$ cat config.mk
export PLATFORM = sky130hd
export DESIGN_NAME = param_counter
export DESIGN_NICKNAME = d
export VERILOG_FILES = /design/src/rtl/param_counter_pkg.sv /design/src/rtl/param_counter_step.sv /design/src/rtl/param_counter.sv
export SDC_FILE = /design/constraint.sdc
export NUM_CORES = 1
export LEC_CHECK = 0
export CAP_MARGIN = 20
export CORE_AREA = 2 2 64 66
export CTS_CLUSTER_SIZE = 14
export DETAILED_ROUTE_END_ITERATION = 6
export DIE_AREA = 0 0 66 68
export PLACE_DENSITY = 0.67
export SLEW_MARGIN = 15
export SYNTH_ARGS = -nofsm -noshare
export SYNTH_HDL_FRONTEND = slang
export SYNTH_HIERARCHICAL = 1
export SYNTH_SLANG_ARGS = --single-unit
$ cat constraint.sdc
create_clock -name CP -period 4.7 [get_ports CP]
set_input_delay 0.94 -clock CP [delete_from_list [all_inputs] [get_ports CP]]
set_output_delay 0.94 -clock CP [all_outputs]
set_load 0.05 [all_outputs]
$ cat src/rtl/param_counter_pkg.sv
// Shared definitions for the parameterised up/down counter: mode encodings.
package param_counter_pkg;

    typedef enum logic [1:0] {
        MODE_FREE    = 2'b00,
        MODE_MOD     = 2'b01,
        MODE_SAT     = 2'b10,
        MODE_ONESHOT = 2'b11
    } mode_t;

endpackage

$ cat src/rtl/param_counter_step.sv
// Combinational next-state logic: terminal detection, next count, wrap and done.
module param_counter_step
    import param_counter_pkg::*;
#(
    parameter int WIDTH = 8
) (
    input  logic [WIDTH-1:0] q,
    input  logic             up,
    input  logic [1:0]       mode,
    input  logic [WIDTH-1:0] limit,
    output logic [WIDTH-1:0] q_next,
    output logic             tc,
    output logic             wrap_next,
    output logic             done_next
);

    localparam logic [WIDTH-1:0] ONE = {{(WIDTH-1){1'b0}}, 1'b1};

    mode_t            mode_e;
    logic [WIDTH-1:0] top;
    logic [WIDTH-1:0] q_step;
    logic             step_term;

    assign mode_e    = mode_t'(mode);
    assign top       = (mode_e == MODE_FREE) ? {WIDTH{1'b1}} : limit;
    assign tc        = up ? (q == top) : (q == '0);
    assign q_step    = up ? (q + ONE) : (q - ONE);
    // One-shot completes on the edge that lands on the terminal value.
    assign step_term = up ? (q_step == top) : (q_step == '0);

    always_comb begin
        q_next    = q;
        wrap_next = 1'b0;
        done_next = 1'b0;
        case (mode_e)
            MODE_FREE: begin
                q_next    = q_step;
                wrap_next = tc;
            end
            MODE_MOD: begin
                q_next    = tc ? (up ? '0 : limit) : q_step;
                wrap_next = tc;
            end
            MODE_SAT: begin
                if (!tc) q_next = q_step;
            end
            MODE_ONESHOT: begin
                if (tc) begin
                    done_next = 1'b1;
                end else begin
                    q_next    = q_step;
                    done_next = step_term;
                end
            end
            default: ;
        endcase
    end

endmodule

$ cat src/rtl/param_counter.sv
// Loadable up/down counter with free/modulo/saturate/one-shot modes and cascade carry.
module param_counter #(
    parameter int WIDTH = 8
) (
    input  logic             CP,
    input  logic             CRn,
    input  logic             SCLRn,
    input  logic             LDn,
    input  logic [WIDTH-1:0] D,
    input  logic             CTT,
    input  logic             CTP,
    input  logic             UP,
    input  logic [1:0]       MODE,
    input  logic [WIDTH-1:0] LIMIT,
    output logic [WIDTH-1:0] Q,
    output logic             TC,
    output logic             CO,
    output logic             WRAP,
    output logic             DONE
);

    logic [WIDTH-1:0] q_r;
    logic             wrap_r;
    logic             done_r;
    logic [WIDTH-1:0] q_next;
    logic             tc;
    logic             wrap_next;
    logic             done_next;
    logic             count_en;

    param_counter_step #(.WIDTH(WIDTH)) u_step (
        .q         (q_r),
        .up        (UP),
        .mode      (MODE),
        .limit     (LIMIT),
        .q_next    (q_next),
        .tc        (tc),
        .wrap_next (wrap_next),
        .done_next (done_next)
    );

    // A completed one-shot freezes the count until cleared or reloaded.
    assign count_en = CTT & CTP & ~done_r;

    always_ff @(posedge CP or negedge CRn) begin
        if (!CRn) begin
            q_r    <= '0;
            wrap_r <= 1'b0;
            done_r <= 1'b0;
        end else if (!SCLRn) begin
            q_r    <= '0;
            wrap_r <= 1'b0;
            done_r <= 1'b0;
        end else if (!LDn) begin
            q_r    <= D;
            wrap_r <= 1'b0;
            done_r <= 1'b0;
        end else if (count_en) begin
            q_r    <= q_next;
            wrap_r <= wrap_next;
            done_r <= done_next;
        end else begin
            wrap_r <= 1'b0;
        end
    end

    assign Q    = q_r;
    assign TC   = tc;
    assign CO   = CTT & tc;
    assign WRAP = wrap_r;
    assign DONE = done_r;

endmodule

==> flow_metrics.tcl, run 1 <==
set metrics [dict create \
    antenna_cells 0 \
    fill_cells 393 \
    grt_usage 0.200 \
    maxSlewHeadroom 0.598 \
    boundaryPins 37 \
    drt_first_pass_iters 4 \
    grt_first_pass_wirelength_um 7050 \
    report.final.slew_viol_count 0 \
    die_area_mm2 0.00449 \
    cp.required_ps 4850 \
    async_flop_share 1.00 \
    critical_path_class "input pin to register" \
    yosysTopAreaCell "dfrtp_1" \
    grt_max_degree 22 \
    maxClockFrequency_mhz 237 \
    grt_pass1_vias 1499 \
    design_area_mm2 0.00204 \
    vdd_drop_max_v 0.000206 \
    place_ws_ps 317 \
    setup-tns-final_ps 0 \
    clk_latency_ps 240 \
    p_leak_nw 0.814 \
    syn_area_per_cell_um2 8.47 \
    worst_pin_slew_ps 602 \
    rsz0062_at_grt "no" \
    clock_sinks 10 \
    avgRoutedWirePerCell_um 15.9 \
    setup_violations 0 \
    via_per_inst 5.80 \
    dpl_cell_area_mm2 0.00200 \
    core_area_mm2 0.00386 \
    syn_area_mm2 0.00159 \
    synth_top_area_share 0.157 \
    fin_skew_ps 2.17 \
    hold_viol 0 \
    start_util 0.413 \
    post_cts_resized 0 \
    drv_cap 0 \
    cts_buffer_depth 2 \
    drt_iter0_drc 106 \
    synth_fp_nets 221 \
    drt.antenna.violating_nets 0 \
    numCtsBuffers 3 \
    antenna_found_initial 0 \
    cp.arrival_ps 4370 \
    hp-class "register to register" \
    hold_ws_ps 476 \
    crit_path_end_kind "register" \
    cts_setup_buffers 0 \
    critPathMaxFanout 9 \
    cts_max_level 1 \
    fin_ws_ps 486 \
    final_util 0.530 \
    clk_pin_slew_ps 40 \
    die_w_um 66 \
    dp_hpwl_um 3280 \
    numPortBuffers 36 \
    yosys_warnings 6 \
    power.density_mw_per_mm2 317 \
    status "finished, final reports clean" \
    r2r_cells 10 \
    finalNetCount 255 \
    synth.area.top_cells "dfrtp_1 16%, nor2b_1 7.1%, mux2_2 5.7%" \
    ys_ff_latch 10 \
    min_period_over_period 0.897 \
    cts-hold-fix-buffers 0 \
    synth-edff-count 0 \
    syn_inst 188 \
    cts_root_buffer "clkbuf_8" \
    die_h_um 68 \
    drive_above_1_share 0.100 \
    tritoncts "built" \
    placementRows 23 \
    drc 0 \
    synth_cell_type_count 53 \
    netlist_top_cells_count "18 x nor2b_1, 11 x a21oi_1, 11 x nor2_1, 11 x o22ai_1" \
    totalWireLength_um 4280 \
    gr-total-overflow 0 \
    gp_congestion 0.854 \
    vias 1567 \
    seq_area_frac_synth 0.157 \
    post-synth-top-count-cell "nor2b_1" \
    syn2layout_area_growth_pct 28.3 \
    ys.flop_type "dfrtp_1" \
    hold_path_depth 1 \
    cp-start-kind "input pin" \
    min_period_ps 4210 \
]
## cell usage in the layout, fill, tap and decap left out, types with 8 or more instances in the layout
cell	n
a21oi_1	11
clkdlybuf4s50_1	34
dfrtp_1	10
inv_1	10
mux2_2	8
mux2i_1	8
nand2_1	9
nor2_1	11
nor2b_1	18
o22ai_1	11
## worst max-delay path, cell delays in order
cell,delay (ps)
clkdlybuf4s50_1,710
inv_1,250
ha_1,360
a211o_1,380
and4_1,230
a2111oi_2,480
xor2_1,120
or4_1,520
o221ai_1,100
nand3_1,100
a21oi_1,170
## where the power goes
part / total, W / switching, W / internal (W)
Sequential: 0.000137 / 0.0000382 / 0.0000989
Clock: 0.0000875 / 0.0000316 / 0.0000559
Combinational: 0.000423 / 0.000222 / 0.000201
## flip-flops by register name, indices dropped and copies added (netlist names)
name and flops:
WRAP 1, DONE 1, Q 8
## routing by layer
metal | part of all wire | wire [um] | GRT usage | up-vias
met2 | 0.49 | 2080 | 0.347 | 62
li1 | - | - | - | 768
met4 | 0.014 | 61 | 0.0765 | 0
met3 | 0.050 | 212 | 0.00822 | 9
met5 | 0 | 0 | 0 | -
met1 | 0.45 | 1930 | 0.266 | 728
## final timing paths
kind / slack, ps / endpoint / from
max: 490 / DONE / UP
min: 480 / WRAP / DONE
max reg2reg: 1520 / DONE / Q[0]
min reg2reg: 480 / WRAP / DONE
max in group asynchronous: 3360 / Q[3] / CRn
min in group asynchronous: 1020 / Q[4] / CRn
## cell type report
cell class                      instances  area (um2)  share of cell area
Clock buffer                            3        41.3              0.0202
Inverter                               10        37.5              0.0184
Multi-Input combinational cell        158        1250               0.611
Sequential cell                        10         250               0.123
Tap cell                               50        62.6              0.0306
Timing Repair Buffer                   39         403               0.197
## per-stage QoR
stage / power (W) / std cells
2_1_floorplan: 0.000438 / 188
3_3_place_gp: 0.000554 / 267
3_5_place_dp: 0.000556 / 267
4_1_cts: 0.000650 / 270
5_1_grt: 0.000691 / 270
6_report: 0.000648 / 270
## logic make-up after synthesis
family / Yosys count / synth area share
and+or+nand+nor: 66 / 0.248
AOI/OAI and AO/OA: 52 / 0.247
buffers and inverters: 20 / 0.0590
xor gates and xnor gates: 16 / 0.114
muxes: 16 / 0.107
DFF: 10 / 0.157
adders and majority gates: 8 / 0.0676
No activity file was read; power rests on OpenSTA's default activity.
==> run 2: changes to the inputs <==
PLACE_DENSITY = not set   (was 0.67)
PLACE_DENSITY_LB_ADDON = 0.15   (was not set)
==> flow_metrics.tcl, run 2 (synthesis gave the netlist of run 1 again) <==
set metrics [dict create \
    drt_iter0_drc 113 \
    drt_first_pass_iters 4 \
    vdd_drop_max_v 0.000217 \
    setup-tns-final_ps 0 \
    power.density_mw_per_mm2 328 \
    gr-total-overflow 0 \
    cts-hold-fix-buffers 0 \
    min_period_over_period 0.876 \
    min_period_ps 4120 \
    drt.antenna.violating_nets 0 \
    final_cell_mix "34 x clkdlybuf4s50_1, 18 x nor2b_1, 11 x a21oi_1, 11 x o22ai_1, 11 x nor2_1" \
    cp.required_ps 4870 \
    clock_sinks 10 \
    numCtsBuffers 3 \
    gp_congestion 0.919 \
    vias 1589 \
    finalNetCount 255 \
    setup_violations 0 \
    cts_root_buffer "clkbuf_8" \
    boundaryPins 37 \
    p_leak_nw 0.820 \
    drc 0 \
    final_util 0.533 \
    crit_path_end_kind "register" \
    grt_first_pass_wirelength_um 7420 \
    maxSlewHeadroom 0.562 \
    dp_hpwl_um 3540 \
    hold_ws_ps 491 \
    antenna_found_initial 0 \
    start_util 0.413 \
    grt_pass1_vias 1559 \
    report.final.slew_viol_count 0 \
    numPortBuffers 36 \
    grt_usage 0.213 \
    hp-class "register to register" \
    via_per_inst 5.86 \
    clk_latency_ps 240 \
    totalWireLength_um 4570 \
    worst_pin_slew_ps 656 \
    antenna_cells 0 \
    maxClockFrequency_mhz 243 \
    cts_buffer_depth 2 \
    grt_max_degree 22 \
    hold_viol 0 \
    critical_path_class "input pin to register" \
    post_cts_resized 0 \
    cts_setup_buffers 0 \
    rsz0062_at_grt "no" \
    syn2layout_area_growth_pct 29.2 \
    clk_pin_slew_ps 50 \
    cp-start-kind "input pin" \
    status "finished, final reports clean" \
    core_area_mm2 0.00386 \
    fin_skew_ps 4.69 \
    mostFrequentLayoutCell "clkdlybuf4s50_1" \
    placementRows 23 \
    largest_reg_flops 8 \
    critPathMaxFanout 9 \
    die_area_mm2 0.00449 \
    avgRoutedWirePerCell_um 16.9 \
    cp.arrival_ps 4280 \
    tritoncts "built" \
    drv_cap 0 \
    fill_cells 380 \
    cts_max_level 1 \
    die_w_um 66 \
    drive_above_1_share 0.104 \
    die_h_um 68 \
]
-- run 2: changes by cell type in the layout (fill, tap and decap cells not counted), sizes merged --
cell,change
clkbuf,+1
-- run 2: final timing paths --
check | startpoint | endpoint | slack, ps | depth (start not counted)
setup / recovery | UP | DONE | 580 | 11
hold / removal | DONE | WRAP | 490 | 1
setup reg to reg | Q[0] | DONE | 1440 | 10
hold reg to reg | DONE | WRAP | 490 | 1
max in group asynchronous | CRn | Q[1] | 3350 | 1
min in group asynchronous | CRn | Q[6] | 1020 | 1
-- run 2: worst max-delay path, cell delays in order --
cell             delay, ps
clkdlybuf4s50_1        690
inv_1                  230
ha_1                   390
or2_2                  340
o2111a_1               150
a211oi_1               510
xor2_1                 120
or4_1                  540
o221ai_1               110
nand3_1                110
a21oi_1                150
-- run 2: stage by stage --
stage	setup slack [ps]	std cells	power (W)	instance area, um2
6_report	584	271	0.000675	2060
4_1_cts	653	271	0.000673	2060
5_1_grt	423	271	0.000713	2060
3_3_place_gp	534	267	0.000551	2000
2_1_floorplan	835	188	0.000438	1590
3_5_place_dp	411	267	0.000559	2000
-- run 2: area by class of cell --
cell class	instances	area [um2]	area share
clock buffer	4	55.1	0.0268
sequential	10	250	0.122
timing repair buffer	39	403	0.196
multi-input combinational	158	1250	0.607
tap	50	62.6	0.0304
inverter	10	37.5	0.0183
-- run 2: routing by layer --
layer | wire, um | track usage | vias to the layer above
li1 | - | - | 771
met1 | 1980 | 0.270 | 742
met2 | 2230 | 0.372 | 65
met3 | 242 | 0.0197 | 11
met4 | 126 | 0.0918 | 0
met5 | 0 | 0 | -
-- run 2: power by group --
group          switching (W)  total, W  internal (W)  leakage, nW
Clock              0.0000359  0.000110     0.0000738       0.0288
Sequential         0.0000376  0.000136     0.0000988        0.131
Combinational       0.000227  0.000429      0.000201        0.660
Total               0.000301  0.000675      0.000374        0.820
==> variant (config.mk and constraints of run 2) <==
Add an input register stage for `LIMIT`, without a reset; this delays it by one clock. The other inputs are not delayed to match.
--- a/src/rtl/param_counter.sv
+++ b/src/rtl/param_counter.sv
@@ -19,6 +19,12 @@
     output logic             DONE
 );
 
+    logic [WIDTH-1:0] LIMIT_q;
+
+    always_ff @(posedge CP) begin
+        LIMIT_q <= LIMIT;
+    end
+
     logic [WIDTH-1:0] q_r;
     logic             wrap_r;
     logic             done_r;
@@ -32,7 +38,7 @@
         .q         (q_r),
         .up        (UP),
         .mode      (MODE),
-        .limit     (LIMIT),
+        .limit     (LIMIT_q),
         .q_next    (q_next),
         .tc        (tc),
         .wrap_next (wrap_next),
Formal check against the unedited RTL: not equivalent (a bounded check fails within 4 cycles, from zero or initial values).
==> variant against run 2 <==
Setup slack worse by 0.11 ns. Sequential power is 57% higher. Critical path depth is 2 lower. Sequential cell count is 8 higher. Critical path type is now in -> out. Synthesized area is 10% higher. Total power is 14% higher. Design area is 7.8% higher. Count of clock-buffer cells in the layout stayed put. Routed wire length is 1.2% higher. Die area stayed put. Maximum frequency is 2.6% lower.
==> variant: results (changes against run 2) <==
status=finished, final reports clean; Worst-Skew Late Latency=0.26 ns (+0.02 ns); slowest library cell on the worst path=nor2_1; Tot Pwr=0.000769 W (+14%); Setup WS pre-CTS=0.433 ns (+0.0215 ns); area share of fa/ha/maj cells after synthesis=6.14% (-0.62 points); share of layout cells above drive strength 1=10.0% (-0.36 points); async set-reset flop share out of synthesis=55.6% (-44 points); # fillers=368 (-3.2%); cell count after synthesis=196 (+4.3%); first-pass GRT wire length=7530 µm (+1.6%); VDD IR max=189 µV (-13%); post-synthesis mux area share=9.71% (-0.98 points); Psw=0.000319 W (+6.0%); Pleak=0.887 nW (+8.2%); DR vias/cell=5.89 (+0.37%); combinational cell fraction of total power=55.5% (-8.0 points); GRT Total Usage=22.3% (+0.96 points); Area contributors post-synth=dfrtp_1, dfxtp_1, nor2b_1; met3 wire length=261 µm (+7.9%); HPWL after detailed placement=3610 µm (+1.8%); M1 GR Usage=29.0% (+2.0 points); Clk pin slew, worst setup/hold paths=0.07 ns (+0.02 ns); Cell variety after synth=54 (+1.9%); Vias=1,642 (+3.3%); seq pwr=0.000214 W (+57%)
## variant: cell types whose count changed in the layout (fill, tap and decap cells not counted)
cell     delta
dfxtp_1     +8
## variant: worst min-delay path by stage
stage                 to  slack, ns  cells past startpoint
floorplan           DONE       0.64                      0
global placement    WRAP       0.47                      1
detailed placement  WRAP       0.45                      1
CTS                 WRAP       0.48                      1
global route        WRAP       0.50                      1
finish              WRAP       0.47                      1
## variant: area by class of cell
cell class              instances  share of cell area [%]
clock buffers                   4                    2.48
multi-input cells             158                    56.3
inverters                      10                    1.69
well taps                      50                    2.82
repair buffers                 39                    18.2
flip-flops and latches         18                    18.5
## variant: cells by family (layout without fill, tap and decap cells)
logic type               count (synthesis)  in the layout
multiplexers                            16             16
adder cells (fa/ha/maj)                  8              8
XOR/XNOR                                16             16
flip-flops                              18             18
AND/OR/NAND/NOR                         66             66
AO/OA/AOI/OAI                           52             52
buffers and inverters                   20             53
